`src/rtl/uart_pkg.sv`:
```
// uart_pkg: shared types, line levels and frame-length helper for uart_byte_tx.
// UART_TX_PARITY_EN adds the PARITY state to the state enum.
package uart_pkg;

  typedef enum logic [2:0] {
    ST_IDLE,
    ST_START,
    ST_DATA,
`ifdef UART_TX_PARITY_EN
    ST_PARITY,
`endif
    ST_STOP
  } uart_tx_state_t;

  localparam logic UART_IDLE_LEVEL  = 1'b1;
  localparam logic UART_START_LEVEL = 1'b0;

  // Clock cycles from the first start-bit cycle to the last stop-bit cycle.
  function automatic int uart_frame_cycles(
    input int clk_div,
    input int data_bits,
    input int parity,
    input int stop_bits
  );
    return clk_div * (1 + data_bits + parity + stop_bits);
  endfunction

endpackage

```
`src/rtl/uart_byte_tx_baud.sv`:
```
// uart_baud_gen: bit-period counter, wraps every CLK_DIV cycles.
// bit_end marks the final cycle of each bit; restart realigns to a new frame.
module uart_baud_gen
  import uart_pkg::*;
#(
  parameter int CLK_DIV = 434
) (
  input  logic clk,
  input  logic reset,
  input  logic restart,
  output logic bit_end
);

  localparam int W = $clog2(CLK_DIV);
  localparam logic [W-1:0] LAST = W'(CLK_DIV - 1);

  logic [W-1:0] cnt;

  assign bit_end = (cnt == LAST);

  // Free-running divider, cleared on reset or at a frame accept.
  always_ff @(posedge clk) begin
    if (reset || restart)
      cnt <= '0;
    else if (bit_end)
      cnt <= '0;
    else
      cnt <= cnt + 1'b1;
  end

endmodule

```
`src/rtl/uart_byte_tx.sv`:
```
// uart_byte_tx: byte-serial UART transmitter with valid/ready input.
// Define UART_TX_PARITY_EN to insert an even-parity bit before the stop bits.
module uart_byte_tx
  import uart_pkg::*;
#(
  parameter int CLK_DIV   = 434,
  parameter int DATA_BITS = 8,
  parameter int STOP_BITS = 1
) (
  input  logic       clk,
  input  logic       reset,
  input  logic       enable,
  input  logic [7:0] tx_data,
  input  logic       tx_valid,
  output logic       tx_ready,
  output logic       TX,
  output logic       busy,
  output logic       tx_done
);

`ifdef UART_TX_PARITY_EN
  localparam int PAR = 1;
`else
  localparam int PAR = 0;
`endif

  localparam int FRAME =
    uart_frame_cycles(CLK_DIV, DATA_BITS, PAR, STOP_BITS);

  localparam logic [2:0] LAST_BIT  = 3'(DATA_BITS - 1);
  localparam logic       LAST_STOP = 1'(STOP_BITS - 1);

  uart_tx_state_t state_q, state_n;
  logic [7:0] shift_q, shift_n;
  logic [2:0] idx_q, idx_n;
  logic       sidx_q, sidx_n;
  logic       tx_n;
  logic       accept;
  logic       restart;
  logic       bit_end;

`ifdef UART_TX_PARITY_EN
  localparam logic [7:0] MASK = 8'((1 << DATA_BITS) - 1);
  logic par_q;

  // Even parity of the accepted byte, held for the PARITY bit.
  always_ff @(posedge clk) begin
    if (reset)
      par_q <= 1'b0;
    else if (accept)
      par_q <= ^(tx_data & MASK);
  end
`endif

  assign tx_ready = (state_q == ST_IDLE) && enable;
  assign busy     = (state_q != ST_IDLE);
  assign accept   = tx_valid && tx_ready;

  uart_baud_gen #(
    .CLK_DIV(CLK_DIV)
  ) u_baud (
    .clk    (clk),
    .reset  (reset),
    .restart(restart),
    .bit_end(bit_end)
  );

  // Frame sequencing and the level the line takes next cycle.
  always_comb begin
    state_n = state_q;
    shift_n = shift_q;
    idx_n   = idx_q;
    sidx_n  = sidx_q;
    tx_done = 1'b0;
    restart = 1'b0;
    unique case (state_q)
      ST_IDLE: begin
        if (accept) begin
          shift_n = tx_data;
          restart = 1'b1;
          state_n = ST_START;
        end
      end
      ST_START: begin
        if (bit_end) begin
          idx_n   = '0;
          state_n = ST_DATA;
        end
      end
      ST_DATA: begin
        if (bit_end) begin
          if (idx_q == LAST_BIT) begin
            sidx_n = 1'b0;
`ifdef UART_TX_PARITY_EN
            state_n = ST_PARITY;
`else
            state_n = ST_STOP;
`endif
          end else begin
            shift_n = shift_q >> 1;
            idx_n   = idx_q + 3'd1;
          end
        end
      end
`ifdef UART_TX_PARITY_EN
      ST_PARITY: begin
        if (bit_end)
          state_n = ST_STOP;
      end
`endif
      ST_STOP: begin
        if (bit_end) begin
          if (sidx_q == LAST_STOP) begin
            tx_done = 1'b1;
            state_n = ST_IDLE;
          end else begin
            sidx_n = 1'b1;
          end
        end
      end
      default: state_n = ST_IDLE;
    endcase

    tx_n = UART_IDLE_LEVEL;
    unique case (state_n)
      ST_START:  tx_n = UART_START_LEVEL;
      ST_DATA:   tx_n = shift_n[0];
`ifdef UART_TX_PARITY_EN
      ST_PARITY: tx_n = par_q;
`endif
      default:   tx_n = UART_IDLE_LEVEL;
    endcase
  end

  // State, shifter, indices and the registered serial line.
  always_ff @(posedge clk) begin
    if (reset) begin
      state_q <= ST_IDLE;
      shift_q <= '0;
      idx_q   <= '0;
      sidx_q  <= 1'b0;
      TX      <= UART_IDLE_LEVEL;
    end else begin
      state_q <= state_n;
      shift_q <= shift_n;
      idx_q   <= idx_n;
      sidx_q  <= sidx_n;
      TX      <= tx_n;
    end
  end

  logic [15:0] fcnt;

  // Cycles spent in the current frame, for the length check below.
  always_ff @(posedge clk) begin
    if (reset || state_q == ST_IDLE)
      fcnt <= '0;
    else
      fcnt <= fcnt + 16'd1;
  end

  // tx_done must land on the last cycle of a full-length frame.
  always @(posedge clk) begin
    if (!reset && tx_done)
      assert (fcnt == 16'(FRAME - 1));
  end

endmodule

```
`config.mk`:
```
export PLATFORM = sky130hd
export DESIGN_NAME = uart_byte_tx
export DESIGN_NICKNAME = d
export VERILOG_FILES = /design/src/rtl/uart_pkg.sv /design/src/rtl/uart_byte_tx_baud.sv /design/src/rtl/uart_byte_tx.sv
export SDC_FILE = /design/constraint.sdc
export NUM_CORES = 1
export LEC_CHECK = 0
export CAP_MARGIN = 20
export CORE_AREA = 8 8 55 57
export CTS_CLUSTER_DIAMETER = 60
export DETAILED_ROUTE_END_ITERATION = 6
export DIE_AREA = 0 0 63 65
export PLACE_DENSITY = 0.77
export SLEW_MARGIN = 20
export SYNTH_ARGS = -nofsm -noshare
export SYNTH_HDL_FRONTEND = slang
export SYNTH_HIERARCHICAL = 1
export SYNTH_SLANG_ARGS = --single-unit
```
`constraint.sdc`:
```
create_clock -name clk -period 6.1 [get_ports clk]
set_input_delay 0.915 -clock clk [delete_from_list [all_inputs] [get_ports clk]]
set_output_delay 0.915 -clock clk [all_outputs]
set_load 0.1 [all_outputs]
```
* After elaboration in Yosys (flattened, before gate mapping)
Cells that the tools add are included.
Widths: inputs -> output; s select.
** Operators by class
- Add/sub/neg operators :: 2
- Equal/unequal tests :: 13
- Reductions and logical operators :: 12
- Muxes and demuxes :: 26
** Operator list (number)
- $mux 3 :: 9
- $mux 8 :: 3
- $pmux 8 s2 :: 1
- $ne 2x2->1 const B :: 6
- $pmux 3 s4 :: 1
- $reduce_and 4->1 :: 3
- $add 9x1->9 const B :: 1
- $eq 3x2->1 const B :: 3
- $eq 9x9->1 const B :: 1
- $mux 1 :: 9
- $eq 3x1->1 const B :: 2
- $pmux 3 s2 :: 1
- $reduce_bool 2->1 :: 3
- $pmux 1 s2 :: 2
- $add 3x1->3 const B :: 1
- $eq 3x3->1 const B :: 1
- $logic_not 3->1 :: 1
- $reduce_bool 3->1 :: 1
- $logic_and 1x1->1 :: 2
- $reduce_or 2->1 :: 1
- $logic_or 1x1->1 :: 1
** Word-level totals
- Word-level logic and storage cells :: 60
- Output and inout port bits :: 4
- Input bits :: 12
- Register bits :: 25

* Logic depth before layout (Yosys ltp)
- Depth after elaboration :: 7
- Gate-level depth with buffers :: 8
- Depth with buffers taken out :: 8

* Hierarchy
The synthesis kept the hierarchy.
** Modules (own cells, without submodules)
- uart_byte_tx :: cells an instance 72, times used 1, area each 716.9 um2
- uart_baud_gen :: cells an instance 46, times used 1, area each 414.1 um2

* Worst setup path after synthesis
Ideal clock, no wire load.
- Kind :: register to output
- From :: register u_baud.cnt[2]
- To :: output tx_done
- Cell stages (with the launch flop) :: 4
- Slack :: 3.151 ns
- Path buffers :: 0
- Data arrival time :: 2.034 ns
- Cells stage by stage :: dfxtp_1 or3_1 nor3_1 and4b_1
** On the way
- Longest elaborated chain between the ends :: 3
** RTL lines
- start, declared :: RTL line uart_byte_tx_baud.sv:17 : logic [W-1:0] cnt;
- start signal, assigned :: RTL line uart_byte_tx_baud.sv:28 : cnt <= cnt + 1'b1;
- $eq 9x9->1 :: RTL line uart_byte_tx_baud.sv:19 : assign bit_end = (cnt == LAST);
- net bit_end :: RTL line uart_byte_tx.sv:40 : logic bit_end;
- $mux 1 :: RTL line uart_byte_tx.sv:112 : if (bit_end) begin
- $mux 1 :: RTL line uart_byte_tx.sv:76 : unique case (state_q)
- end, declared :: RTL line uart_byte_tx.sv:18 : output logic tx_done
The timed path passes the listed nets, and every way through them passes these cells.

* Worst setup path in the final report
Same ends and word-level chain as after synthesis.

==> results_dict.tcl <==
set metrics [dict create \
    fillers 195 \
    die_height_um 65 \
    placementRows 17 \
    finalSetupViolations 0 \
    die_area_sq_um 4100 \
    p_per_area_nw_per_um2 232 \
    worst_pin_slew_ps 967 \
    synth-xor-area-share 0.0310 \
    postRouteAntennaNets 0 \
    r2r_end "TX" \
    grtUsageTotal 0.116 \
    rrSetupSlack_ps 3750 \
    crit_required_ps 5180 \
    clock_latency_ps 320 \
    die_w_um 63 \
    cts_root_buffer "clkbuf_4" \
    maxSlewViolCount 0 \
    crit_path_max_incr_delay_ps 1130 \
    clk_path_buf_depth 2 \
    hp-class "reg2reg" \
    synth_top_family_by_area "simple AND/OR/NAND/NOR gates" \
    final_common_cell "dfxtp_1" \
    cts_buffers 3 \
    ir_drop_v 0.000142 \
    path_buf_inv 1 \
    io_pins 16 \
    cts_resized 0 \
    synth_seq_cells 24 \
    start_kind "flop" \
    syn_nets 134 \
    drt_pass1_iterations 5 \
    max_slew_margin 0.353 \
    h-tree-depth 1 \
    synth_cell_types 39 \
    status "finished clean" \
    tns_ps 0 \
    overflow 0 \
    syn2layout_area_growth_pct 18.4 \
    clkTransAtPathRegs_ps 130 \
    start_util 0.526 \
    routed_via_density 5.70 \
    syn_inst 118 \
    seq_area_frac_synth 0.425 \
    power_w 0.000311 \
    gp_congestion 0.759 \
    synthFlopType "dfxtp_1" \
    cp_slowest_cell "clkdlybuf4s50_1" \
    synthSimpleGateAreaFrac 0.259 \
    endpoint "tx_done" \
    yosysWarnings 6 \
    cp-startpoint "u_baud/cnt[2]" \
    synth_edf_count 0 \
    crit_cells 4 \
    max_freq_mhz 251 \
    layout_common_cells "dfxtp_1 (24), clkdlybuf4s50_1 (15), nor2_1 (13)" \
    timing.rr.start "u_baud/cnt[2]" \
    grt_pass1_vias 907 \
    wl_per_cell_um 13.6 \
    synth_area_sq_um 1130 \
    diodes 0 \
    nNetsFinal 151 \
    dp_hpwl_mm 1.60 \
    drt_iter0_drc 41 \
    cpLargestDelayFamily "simple AND/OR/NAND/NOR gates" \
    routed_wl_mm 2.21 \
    grt_max_degree 17 \
    tritoncts "yes" \
    final_hold_viol_count 0 \
    num_vias 924 \
    hold_buffers 0 \
    power.static_leakage_nw 0.462 \
    portBuffers 15 \
    route.detailed.drc 0 \
    crit_fanout 6 \
    arrival_ps 3070 \
    grt_pass1_wl_mm 3.97 \
    rsz0062_at_grt "no" \
    finalCritPeriodShare 0.654 \
    path_class "reg2out" \
    antenna_found_initial 0 \
    fin_crit_ps 3990 \
    avgSynthCellArea_sq_um 9.59 \
    synth_compound_area_frac 0.199 \
    maxCapViolations 0 \
    synth_mux_area_frac 0.00885 \
    drive_above_1_share 0.104 \
    synthAdderAreaFrac 0.0442 \
    cts.sinks 24 \
    end_kind "primary output" \
    fin_skew_ps 4.88 \
    crit_chain "or3_1 > nor3_1 > and4b_1 > clkdlybuf4s50_1" \
    coreArea_sq_um 2150 \
    async_flop_share 0 \
    cts_setup_buffers 0 \
    reg2regPathDepth 6 \
]
[area by class of cell]
class / count / area [sq um] / share of cell area
Sequential cell: 24 / 480 / 0.359
Timing Repair Buffer: 15 / 150 / 0.112
Tap cell: 28 / 35.0 / 0.0262
Clock inverter: 1 / 30.0 / 0.0224
Multi-Input combinational cell: 90 / 617 / 0.461
Clock buffer: 3 / 22.5 / 0.0168
Inverter: 1 / 3.75 / 0.00280
[stage by stage]
stage / cells / area (sq um) / hold slack (ps) / utilization / setup slack (ps)
2_1_floorplan: 118 / 1130 / 430 / - / 3150
3_3_place_gp: 158 / 1290 / 442 / 0.599 / 2360
3_5_place_dp: 158 / 1290 / 448 / 0.599 / 2330
4_1_cts: 162 / 1340 / 467 / 0.623 / 2080
5_1_grt: 162 / 1340 / 484 / 0.623 / 1970
6_report: 162 / 1340 / 463 / 0.623 / 2110
[worst min-delay path, cell delays in order, from the launching register on]
cell     delay [ps]
dfxtp_1         330
nand2_1          50
a21oi_1          50
[power breakdown]
group | internal, W | switching, W | leakage, nW | total (W)
logic | 0.0000141 | 0.0000169 | 0.239 | 0.0000311
clock network | 0.0000665 | 0.0000483 | 0.0279 | 0.000115
registers | 0.000161 | 0.00000398 | 0.195 | 0.000165
[flip-flops by register name, summed over array words and instances, names as in the netlist]
register / count
shift_q: 8
idx_q: 3
u_baud/cnt: 9
state_q: 3
TX: 1
[cell usage after synthesis (2+ instances only)]
cell type / n / area share
dfxtp_1: 24 / 0.42
nor2_1: 13 / 0.043
nand2_1: 11 / 0.037
a21oi_1: 9 / 0.040
a22oi_1: 9 / 0.060
or3_1: 6 / 0.033
ha_1: 4 / 0.044
nand3_1: 3 / 0.013
nor3_1: 3 / 0.013
o21ai_0: 3 / 0.013
xor2_1: 3 / 0.023
nand4_1: 2 / 0.011
nor2b_1: 2 / 0.011
[metal layers]
| metal | global-route usage | routed length (um) |
|---|---|---|
| met1 | 0.123 | 992 |
| met2 | 0.204 | 1040 |
| met3 | 0.0378 | 134 |
| met4 | 0.0598 | 40 |
| met5 | 0 | 0 |
[worst min path at each step]
stage	from	end	slack [ps]	cells past startpoint
5_1_grt	shift_q[2]	shift_q[2]	480	2
6_report	shift_q[5]	shift_q[5]	460	2
4_1_cts	shift_q[5]	shift_q[5]	470	2
3_5_place_dp	shift_q[5]	shift_q[5]	450	2
2_1_floorplan	shift_q[2]	shift_q[2]	430	2
3_3_place_gp	shift_q[5]	shift_q[5]	440	2
[logic make-up (layout without fill, tap and decap cells)]
kind of cell	Yosys count	after routing
other	1	1
buffers and inverters	4	20
adders and majority gates	4	4
and+or+nand+nor	50	50
AOI/OAI and AO/OA	30	30
DFF	24	24
muxes	1	1
xor gates and xnor gates	4	4
Power figures use the tool's default switching activity.
